`config.mk`:
```
export PLATFORM = sky130hd
export DESIGN_NAME = cam_frame_gen
export DESIGN_NICKNAME = d
export VERILOG_FILES = /design/src/rtl/cam_pkg.sv /design/src/rtl/cam_pattern_gen.sv /design/src/rtl/cam_frame_gen.sv
export SDC_FILE = /design/constraint.sdc
export NUM_CORES = 1
export LEC_CHECK = 0
export ABC_AREA = 1
export BUFFER_PORTS_ARGS = -buffer_cell sky130_fd_sc_hd__buf_2
export CAP_MARGIN = 30
export CORE_MARGIN = 3
export CORE_UTILIZATION = 50
export CTS_CLUSTER_DIAMETER = 80
export DETAILED_ROUTE_END_ITERATION = 6
export PLACE_DENSITY = 0.69
export SLEW_MARGIN = 15
export SYNTH_ARGS = -nofsm -noshare
export SYNTH_HDL_FRONTEND = slang
export SYNTH_HIERARCHICAL = 1
export SYNTH_SLANG_ARGS = --single-unit
export TNS_END_PERCENT = 30
```
`constraint.sdc`:
```
create_clock -name pclk -period 4.6 [get_ports pclk]
set_input_delay 0.92 -clock pclk [delete_from_list [all_inputs] [get_ports pclk]]
set_output_delay 0.92 -clock pclk [all_outputs]
set_load 0.1 [all_outputs]
```
`src/rtl/cam_pkg.sv`:
```
// Shared encodings and pixel helpers for the camera frame generator.
package cam_pkg;

  typedef enum logic [1:0] {
    FMT_RGB565     = 2'd0,
    FMT_RGB555     = 2'd1,
    FMT_RAW8       = 2'd2,
    FMT_RGB565_ALT = 2'd3
  } fmt_e;

  typedef enum logic [1:0] {
    PAT_BARS     = 2'd0,
    PAT_GRADIENT = 2'd1,
    PAT_CHECKER  = 2'd2,
    PAT_FILL     = 2'd3
  } pat_e;

  typedef enum logic {
    ST_IDLE = 1'b0,
    ST_RUN  = 1'b1
  } state_e;

  // Bar colours, left to right: white, yellow, cyan, green, magenta, red, blue, black.
  function automatic logic [23:0] bar_colour(input logic [2:0] idx);
    case (idx)
      3'd0:    bar_colour = 24'hFFFFFF;
      3'd1:    bar_colour = 24'hFFFF00;
      3'd2:    bar_colour = 24'h00FFFF;
      3'd3:    bar_colour = 24'h00FF00;
      3'd4:    bar_colour = 24'hFF00FF;
      3'd5:    bar_colour = 24'hFF0000;
      3'd6:    bar_colour = 24'h0000FF;
      default: bar_colour = 24'h000000;
    endcase
  endfunction

  // Phase 0 selects the first byte on the wire, phase 1 the second.
  function automatic logic [7:0] pack_byte(input fmt_e f, input logic [23:0] rgb, input logic phase);
    case (f)
      FMT_RGB555: pack_byte = phase ? {rgb[13:11], rgb[7:3]} : {1'b0, rgb[23:19], rgb[15:14]};
      FMT_RAW8:   pack_byte = rgb[15:8];
      default:    pack_byte = phase ? {rgb[12:10], rgb[7:3]} : {rgb[23:19], rgb[15:13]};
    endcase
  endfunction

endpackage

```
`src/rtl/cam_pattern_gen.sv`:
```
// Test pattern source: maps a pixel coordinate and pattern select to RGB888.
module cam_pattern_gen
  import cam_pkg::*;
#(
  parameter int H_ACTIVE = 640
) (
  input  logic [15:0] x,
  input  logic [7:0]  y,
  input  pat_e        pat_sel,
  input  logic [7:0]  frame_cnt,
  output logic [23:0] rgb
);

  localparam int BAR_W = (H_ACTIVE / 8 > 0) ? H_ACTIVE / 8 : 1;

  logic [7:0] diag;

  always_comb begin
    diag = x[7:0] + y;
    case (pat_sel)
      PAT_GRADIENT: rgb = {x[7:0], y, diag};
      PAT_CHECKER:  rgb = (x[4] ^ y[4]) ? 24'hFFFFFF : 24'h000000;
      PAT_FILL:     rgb = {3{frame_cnt}};
      default:      rgb = bar_colour(3'(x / 16'(BAR_W)));
    endcase
  end

endmodule

```
`src/rtl/cam_frame_gen.sv`:
```
// Camera-style frame generator (vsync/href/8-bit data) with selectable pattern and format.
// Define CAM_FRAME_GEN_EXT_PIX_EN to add an external pixel source (pix_x/pix_y/pix_rgb/ext_sel).
module cam_frame_gen
  import cam_pkg::*;
#(
  parameter int H_ACTIVE     = 640,
  parameter int H_TOTAL      = 784,
  parameter int V_ACTIVE     = 480,
  parameter int V_TOTAL      = 510,
  parameter int V_SYNC_LINES = 3,
  parameter int V_START      = 20
) (
  input  logic        pclk,
  input  logic        reset_n,
  input  logic        en,
  input  logic [1:0]  fmt,
  input  logic [1:0]  pat_sel,
`ifdef CAM_FRAME_GEN_EXT_PIX_EN
  output logic [15:0] pix_x,
  output logic [15:0] pix_y,
  input  logic [23:0] pix_rgb,
  input  logic        ext_sel,
`endif
  output logic        vsync,
  output logic        href,
  output logic [7:0]  data,
  output logic [15:0] frame_cnt,
  output logic        frame_done,
  output logic        busy
);

  localparam logic [15:0] H_LAST  = 16'(H_TOTAL - 1);
  localparam logic [15:0] V_LAST  = 16'(V_TOTAL - 1);
  localparam logic [15:0] H_ACT   = 16'(H_ACTIVE);
  localparam logic [15:0] V_SYNC  = 16'(V_SYNC_LINES);
  localparam logic [15:0] V_FIRST = 16'(V_START);
  localparam logic [15:0] V_END   = 16'(V_START + V_ACTIVE);

  state_e      state, state_nxt;
  logic [15:0] h, v, h_nxt, v_nxt;
  logic        phase, phase_nxt;
  logic        two_byte, step, last_clk, load_cfg;
  fmt_e        fmt_q;
  pat_e        pat_q;
  logic [23:0] pat_rgb, pix_src;
  logic [7:0]  y_lo;

  always_ff @(posedge pclk or negedge reset_n) begin
    if (!reset_n) begin
      state      <= ST_IDLE;
      h          <= '0;
      v          <= '0;
      phase      <= 1'b0;
      fmt_q      <= FMT_RGB565;
      pat_q      <= PAT_BARS;
      frame_cnt  <= '0;
      frame_done <= 1'b0;
    end else begin
      state      <= state_nxt;
      h          <= h_nxt;
      v          <= v_nxt;
      phase      <= phase_nxt;
      frame_done <= last_clk;
      if (last_clk)
        frame_cnt <= frame_cnt + 16'd1;
      if (load_cfg) begin
        fmt_q <= fmt_e'(fmt);
        pat_q <= pat_e'(pat_sel);
      end
    end
  end

  // The configuration is reloaded on every edge that starts a frame, so it is stable all frame.
  always_comb begin
    two_byte  = (fmt_q != FMT_RAW8);
    step      = !two_byte || phase;
    last_clk  = (state == ST_RUN) && step && (h == H_LAST) && (v == V_LAST);
    state_nxt = state;
    h_nxt     = h;
    v_nxt     = v;
    phase_nxt = phase;
    load_cfg  = 1'b0;
    case (state)
      ST_IDLE: begin
        load_cfg = 1'b1;
        if (en)
          state_nxt = ST_RUN;
      end
      default: begin
        phase_nxt = two_byte ? ~phase : 1'b0;
        if (step) begin
          if (h == H_LAST) begin
            h_nxt = '0;
            v_nxt = (v == V_LAST) ? '0 : v + 16'd1;
          end else begin
            h_nxt = h + 16'd1;
          end
        end
        if (last_clk) begin
          load_cfg = 1'b1;
          if (!en)
            state_nxt = ST_IDLE;
        end
      end
    endcase
  end

`ifdef CAM_FRAME_GEN_EXT_PIX_EN
  logic ext_q;

  always_ff @(posedge pclk or negedge reset_n) begin
    if (!reset_n)
      ext_q <= 1'b0;
    else if (load_cfg)
      ext_q <= ext_sel;
  end

  assign pix_x   = h;
  assign pix_y   = v - V_FIRST;
  assign pix_src = ext_q ? pix_rgb : pat_rgb;
`else
  assign pix_src = pat_rgb;
`endif

  assign y_lo = 8'(v - V_FIRST);

  cam_pattern_gen #(
    .H_ACTIVE (H_ACTIVE)
  ) u_pattern (
    .x         (h),
    .y         (y_lo),
    .pat_sel   (pat_q),
    .frame_cnt (frame_cnt[7:0]),
    .rgb       (pat_rgb)
  );

  assign busy  = (state == ST_RUN);
  assign vsync = busy && (v < V_SYNC);
  assign href  = busy && (h < H_ACT) && (v >= V_FIRST) && (v < V_END);
  assign data  = href ? pack_byte(fmt_q, pix_src, phase) : 8'h00;

endmodule

```
==> Word-level counts from Yosys, hierarchy flattened <==
Cells that the tools add are included.
{ "totals": {"reg_bits": 55, "in_bits": 7, "output_inout_bits": 28, "wordCells": 61} }
{ "classes": {"add_sub_neg": 5, "div": 1, "n_lt_le_gt_ge": 4, "eq_ne": 14, "n_mux": 15, "bitwise": 2, "reduce_logical": 12} }
{ "ops": {"columns": ["operator", "count"], "rows": [
  ["$pmux W24 S7", 1],
  ["$pmux W24 S3", 1],
  ["$add A16 B1 Y16 const B", 3],
  ["$mux W16", 2],
  ["$mux W24", 1],
  ["$mux W8", 3],
  ["$div A16 B7 Y16 const B", 1],
  ["$eq A16 B10 Y1 const B", 1],
  ["$eq A16 B9 Y1 const B", 1],
  ["$ge A16 B5 Y1 const B", 1],
  ["$lt A16 B10 Y1 const B", 1],
  ["$lt A16 B2 Y1 const B", 1],
  ["$lt A16 B9 Y1 const B", 1],
  ["$pmux W8 S2", 1],
  ["$eq A3 B3 Y1 const B", 3],
  ["$add A8 B8 Y8", 1],
  ["$sub A8 B5 Y8 const B", 1],
  ["$logic_and A1 B1 Y1", 7],
  ["$eq A2 B2 Y1 const B", 3],
  ["$eq A3 B2 Y1 const B", 2],
  ["$mux W1", 6],
  ["$eq A2 B1 Y1 const B", 2],
  ["$eq A3 B1 Y1 const B", 1],
  ["$logic_not A3 Y1", 1],
  ["7 further kinds", 7]
]} }

==> Depth between registers and ports, before layout <==
{ "logic_depth": {"word_depth": 8, "depth_mapped": 49, "mapped_depth_nobuf": 49} }

==> Hierarchy <==
Netlist, hierarchy kept.
{ "modules_own_cells": {"columns": ["module", "instances", "cells_per_inst", "area_each_um2", "seq_area_each_um2"], "rows": [
  ["cam_frame_gen", 1, 539, 3734.8, 1376.3],
  ["cam_pattern_gen", 1, 268, 1417.6, 0.0]
]} }

==> Least setup slack after synthesis <==
OpenSTA, ideal clock, no wires.
{ "synth_timing": {"kind": "register -> output", "startpoint": "reg h[13]", "endpoint": "out data[0]", "arrival_time_ns": 4.861, "t_required_ns": 3.680, "path_slack_ns": -1.181, "stages_incl_launch_ff": 41, "path_buffers": 0, "path_cell_list": "dfrtp_1 -> inv_1 -> nand3_2 -> nand2_1 -> inv_2 -> nand2_2 -> nand2_2 -> nand2_2 -> nand3_2 -> nand2_2 -> nand3_1 -> nand3_2 -> nand2_2 -> nand3_1 -> nand3_2 -> nand2_4 -> inv_2 -> or2_4 -> (+5 left out) -> nand2_1 -> inv_2 -> nand2_4 -> nand2_2 -> nand2_1 -> nand3_2 -> nand2_2 -> a21oi_1 -> nand2_1 -> inv_2 -> nand2_4 -> nand2_2 -> nand2_1 -> o21ai_0 -> nand2_1 -> nand2_1 -> o21ai_0 -> nor2_1"} }
{ "synth_between": {"elab_chain_len": 7, "word_cells_on_any_way": 18, "cone_classes": "div (1); order compare (1); eq/ne (6); mux (6); reduce/logical (4)"} }
{ "synth_lines": {"columns": ["element", "line_no", "source"], "rows": [
  ["start, declared", "cam_frame_gen.sv:40", "logic [15:0] h, v, h_nxt, v_nxt;"],
  ["start signal, assigned", "cam_frame_gen.sv:60", "h <= h_nxt;"],
  ["$div A16 B7 Y16 *", "cam_pattern_gen.sv:24", "default: rgb = bar_colour(3'(x / 16'(BAR_W)));"],
  ["$eq A3 B3 Y1 (tied with other cells)", "cam_pkg.sv:25", "case (idx)"],
  ["$pmux W24 S7 *", "cam_pkg.sv:25", null],
  ["$pmux W24 S3 *", "cam_pattern_gen.sv:20", "case (pat_sel)"],
  ["net pat_rgb[3]", "cam_frame_gen.sv:45", "logic [23:0] pat_rgb, pix_src;"],
  ["$mux W8, on equally long branches", "cam_pkg.sv:42, cam_pkg.sv:40", null],
  ["$pmux W8 S2 *", "cam_pkg.sv:39", "case (f)"],
  ["$mux W8 *", "cam_frame_gen.sv:140", "assign data = href ? pack_byte(fmt_q, pix_src, phase) : 8'h00;"],
  ["end, declared", "cam_frame_gen.sv:26", "output logic [7:0] data,"]
]} }
Mark *: on every way through the listed nets, which the timed path passes. The rest lies on a longest branch.

==> Final worst setup path <==
{ "layout_timing": {"startpoint": "reg h[13]", "endpoint": "out data[2]"} }
Same word-level chain as after synthesis.

==> reports/results.ini <==
[status]
status=complete, but fails checks
failed_checks=negative setup slack

[hold_path]
hold_path_depth=1
worst_hold_path.endpoint=v[13]$_DFFE_PN0N_
min_path_type=reg -> reg
worstHoldStart=v[13]$_DFFE_PN0N_

[power]
p_leak_nw=3.13
p_int_mw=0.599
pwr-share-comb_pct=1.6
switching_share_pct=23.9
p_per_area_nw_per_um2=129
seqPwrFrac_pct=61.4
power_frac_clock_pct=37.0
net-switching-power_mw=0.188
ir_drop_v=0.000111

[floorplanning]
ios=35
num_rows=36
initial_core_util_pct=51.8
fp.dieH_um=107
die_x_um=107
coreArea_um2=9820
dieArea_um2=11400

[route]
wire_per_inst_um=12.9
drtIter0Drc=273
dr.pass1.iters=5
via_per_inst=5.21
vias=5119
ant_nets=0
drc=0
routed_wl_mm=12.7

[grt]
grt_pass1_vias=4812
antenna_found_initial=0
grt_overflow=0
grt_use_total_pct=22.7
grt_pass1_wl_mm=21.7
grt_max_degree=56

[setup_path]
ff2ff_setup_slack_ns=2.47
required_ns=3.68
worst_r2r_startpoint=phase$_DFFE_PN0P_
cpPeakStageDelay_ns=0.47
arrival_ns=4.56
rr_endpoint=frame_cnt[2]$_DFFE_PN0P_
startpoint_type=flip-flop
critPathKind=reg -> out
cp_common_cell=nand2_4
end_kind=output pin
crit_path_start=h[13]$_DFFE_PN0N_
critPathSlowestCell=dfrtp_2
cp_max_fo=5
reg2reg_depth=7

[clocking]
ctsLongestPathBuffers=2
cts_tree=done
cts.sinks=55
cts_root_buffer=clkbuf_8
cts_buffers=5
h-tree-depth=2
clk_pin_slew_ns=0.11
hold_buffers=0
worstSkewPairLatency_ns=0.32

[placement]
gp_congestion=0.911
dp_slack_ns=-0.564
hpwl_mm=9.81
port_buffers=34

[sta]
fin_crit_ns=5.48
rsz0062_at_grt=true
setup_viol=8
tns_ns=-6.71
finalWorstSetupSlack_ns=-0.875
relSlewSlack_pct=52.4
clock-skew-final_ns=0.0146
maxSlewViolCount=0
worstMarginPinSlew_ns=0.709
hold_viol=0
fin_crit_sh_pct=119
fmax_mhz=183

[synth]
syn-num-nets=819
avgSynthCellArea_um2=6.41
netlist_area_um2=5080
synth_cells=793
ys_warn_count=6

[cells_and_area]
antennaDiodeCount=0
layout-drive-gt1-share_pct=21.9
areaGrowthSynthToFinish_pct=19.5
fin_nets=875

[job]
drv_cap=0

-- flip-flops by register name (all words and copies together), names as in the netlist --
signal / cells
v: 16
fmt_q: 2
phase: 1
frame_cnt: 16
busy: 1
pat_q: 2
frame_done: 1
h: 16
-- final cells by class --
class / instances / area [µm²]
timing repair buffer: 62 / 500
fill: 908 / 3740
multi-input combinational: 602 / 3470
sequential: 55 / 1380
clock inverter: 3 / 28.8
clock buffer: 5 / 68.8
inverter: 123 / 467
tap: 133 / 166
-- worst max-delay path: cells and delay by family (launching register included) --
kind	cells	cell delay, ns
DFF	1	0.47
buffers and inverters	6	0.54
AOI/OAI and AO/OA	5	0.60
and+or+nand+nor	31	2.59
-- stage by stage --
step                instance area (µm²)  total power, mW  hold slack [ns]  util [%]  instances
finish                             6080            0.787            0.502      61.9        983
global route                       6080            0.825            0.539      61.9        983
CTS                                5910            0.802            0.506      60.2        981
detailed placement                 5730            0.506            0.483      58.4        969
global placement                   5730            0.506            0.480      58.4        969
floorplan                          5180            0.493            0.464         -        793
-- worst max-delay path by stage --
stage / slack (ns) / cells past startpoint / to
floorplan: -0.31 / 49 / data[0]
global placement: -0.34 / 37 / data[6]
detailed placement: -0.56 / 43 / data[0]
CTS: -0.86 / 46 / data[2]
global route: -1.29 / 44 / data[3]
finish: -0.88 / 42 / data[2]
-- power groups by stage --
| stage | registers (mW) | clock network (mW) | logic [mW] |
|---|---|---|---|
| 2_1_floorplan | 0.493 | 0 | 0.000158 |
| 3_3_place_gp | 0.493 | 0 | 0.0131 |
| 3_5_place_dp | 0.493 | 0 | 0.0134 |
| 4_1_cts | 0.483 | 0.305 | 0.0134 |
| 5_1_grt | 0.483 | 0.327 | 0.0151 |
| 6_report | 0.483 | 0.291 | 0.0124 |
-- per-layer routing --
| metal | vias to the layer above | global-route usage, % | share of wire [%] |
|---|---|---|---|
| met5 | - | 0 | 0 |
| met4 | 0 | 4.47 | 1.1 |
| met2 | 86 | 41.4 | 50 |
| met3 | 14 | 2.71 | 3.2 |
| met1 | 2356 | 29.0 | 46 |
| li1 | 2663 | - | - |
-- what timing repair did --
action                     CTS  global route
setup endpoints to repair    8             8
buffers inserted             4             2
pin swaps                    2             7
hold endpoints to repair     0             0
gates resized for setup     13            41
-- cell usage in the layout (no fill, tap or decap), drive strengths merged, types with 2 or more instances in the layout --
master / count
nand2: 242
inv: 123
nand3: 93
nor2: 85
buf: 62
o21ai: 61
dfrtp: 55
a21oi: 29
ha: 18
xor2: 17
nor3: 16
nand4: 13
o211ai: 8
clkbuf: 5
o31ai: 4
xnor2: 3
nor3b: 3
o21bai: 3
clkinv: 3
o2111ai: 2
Power figures use the tool's default switching activity.
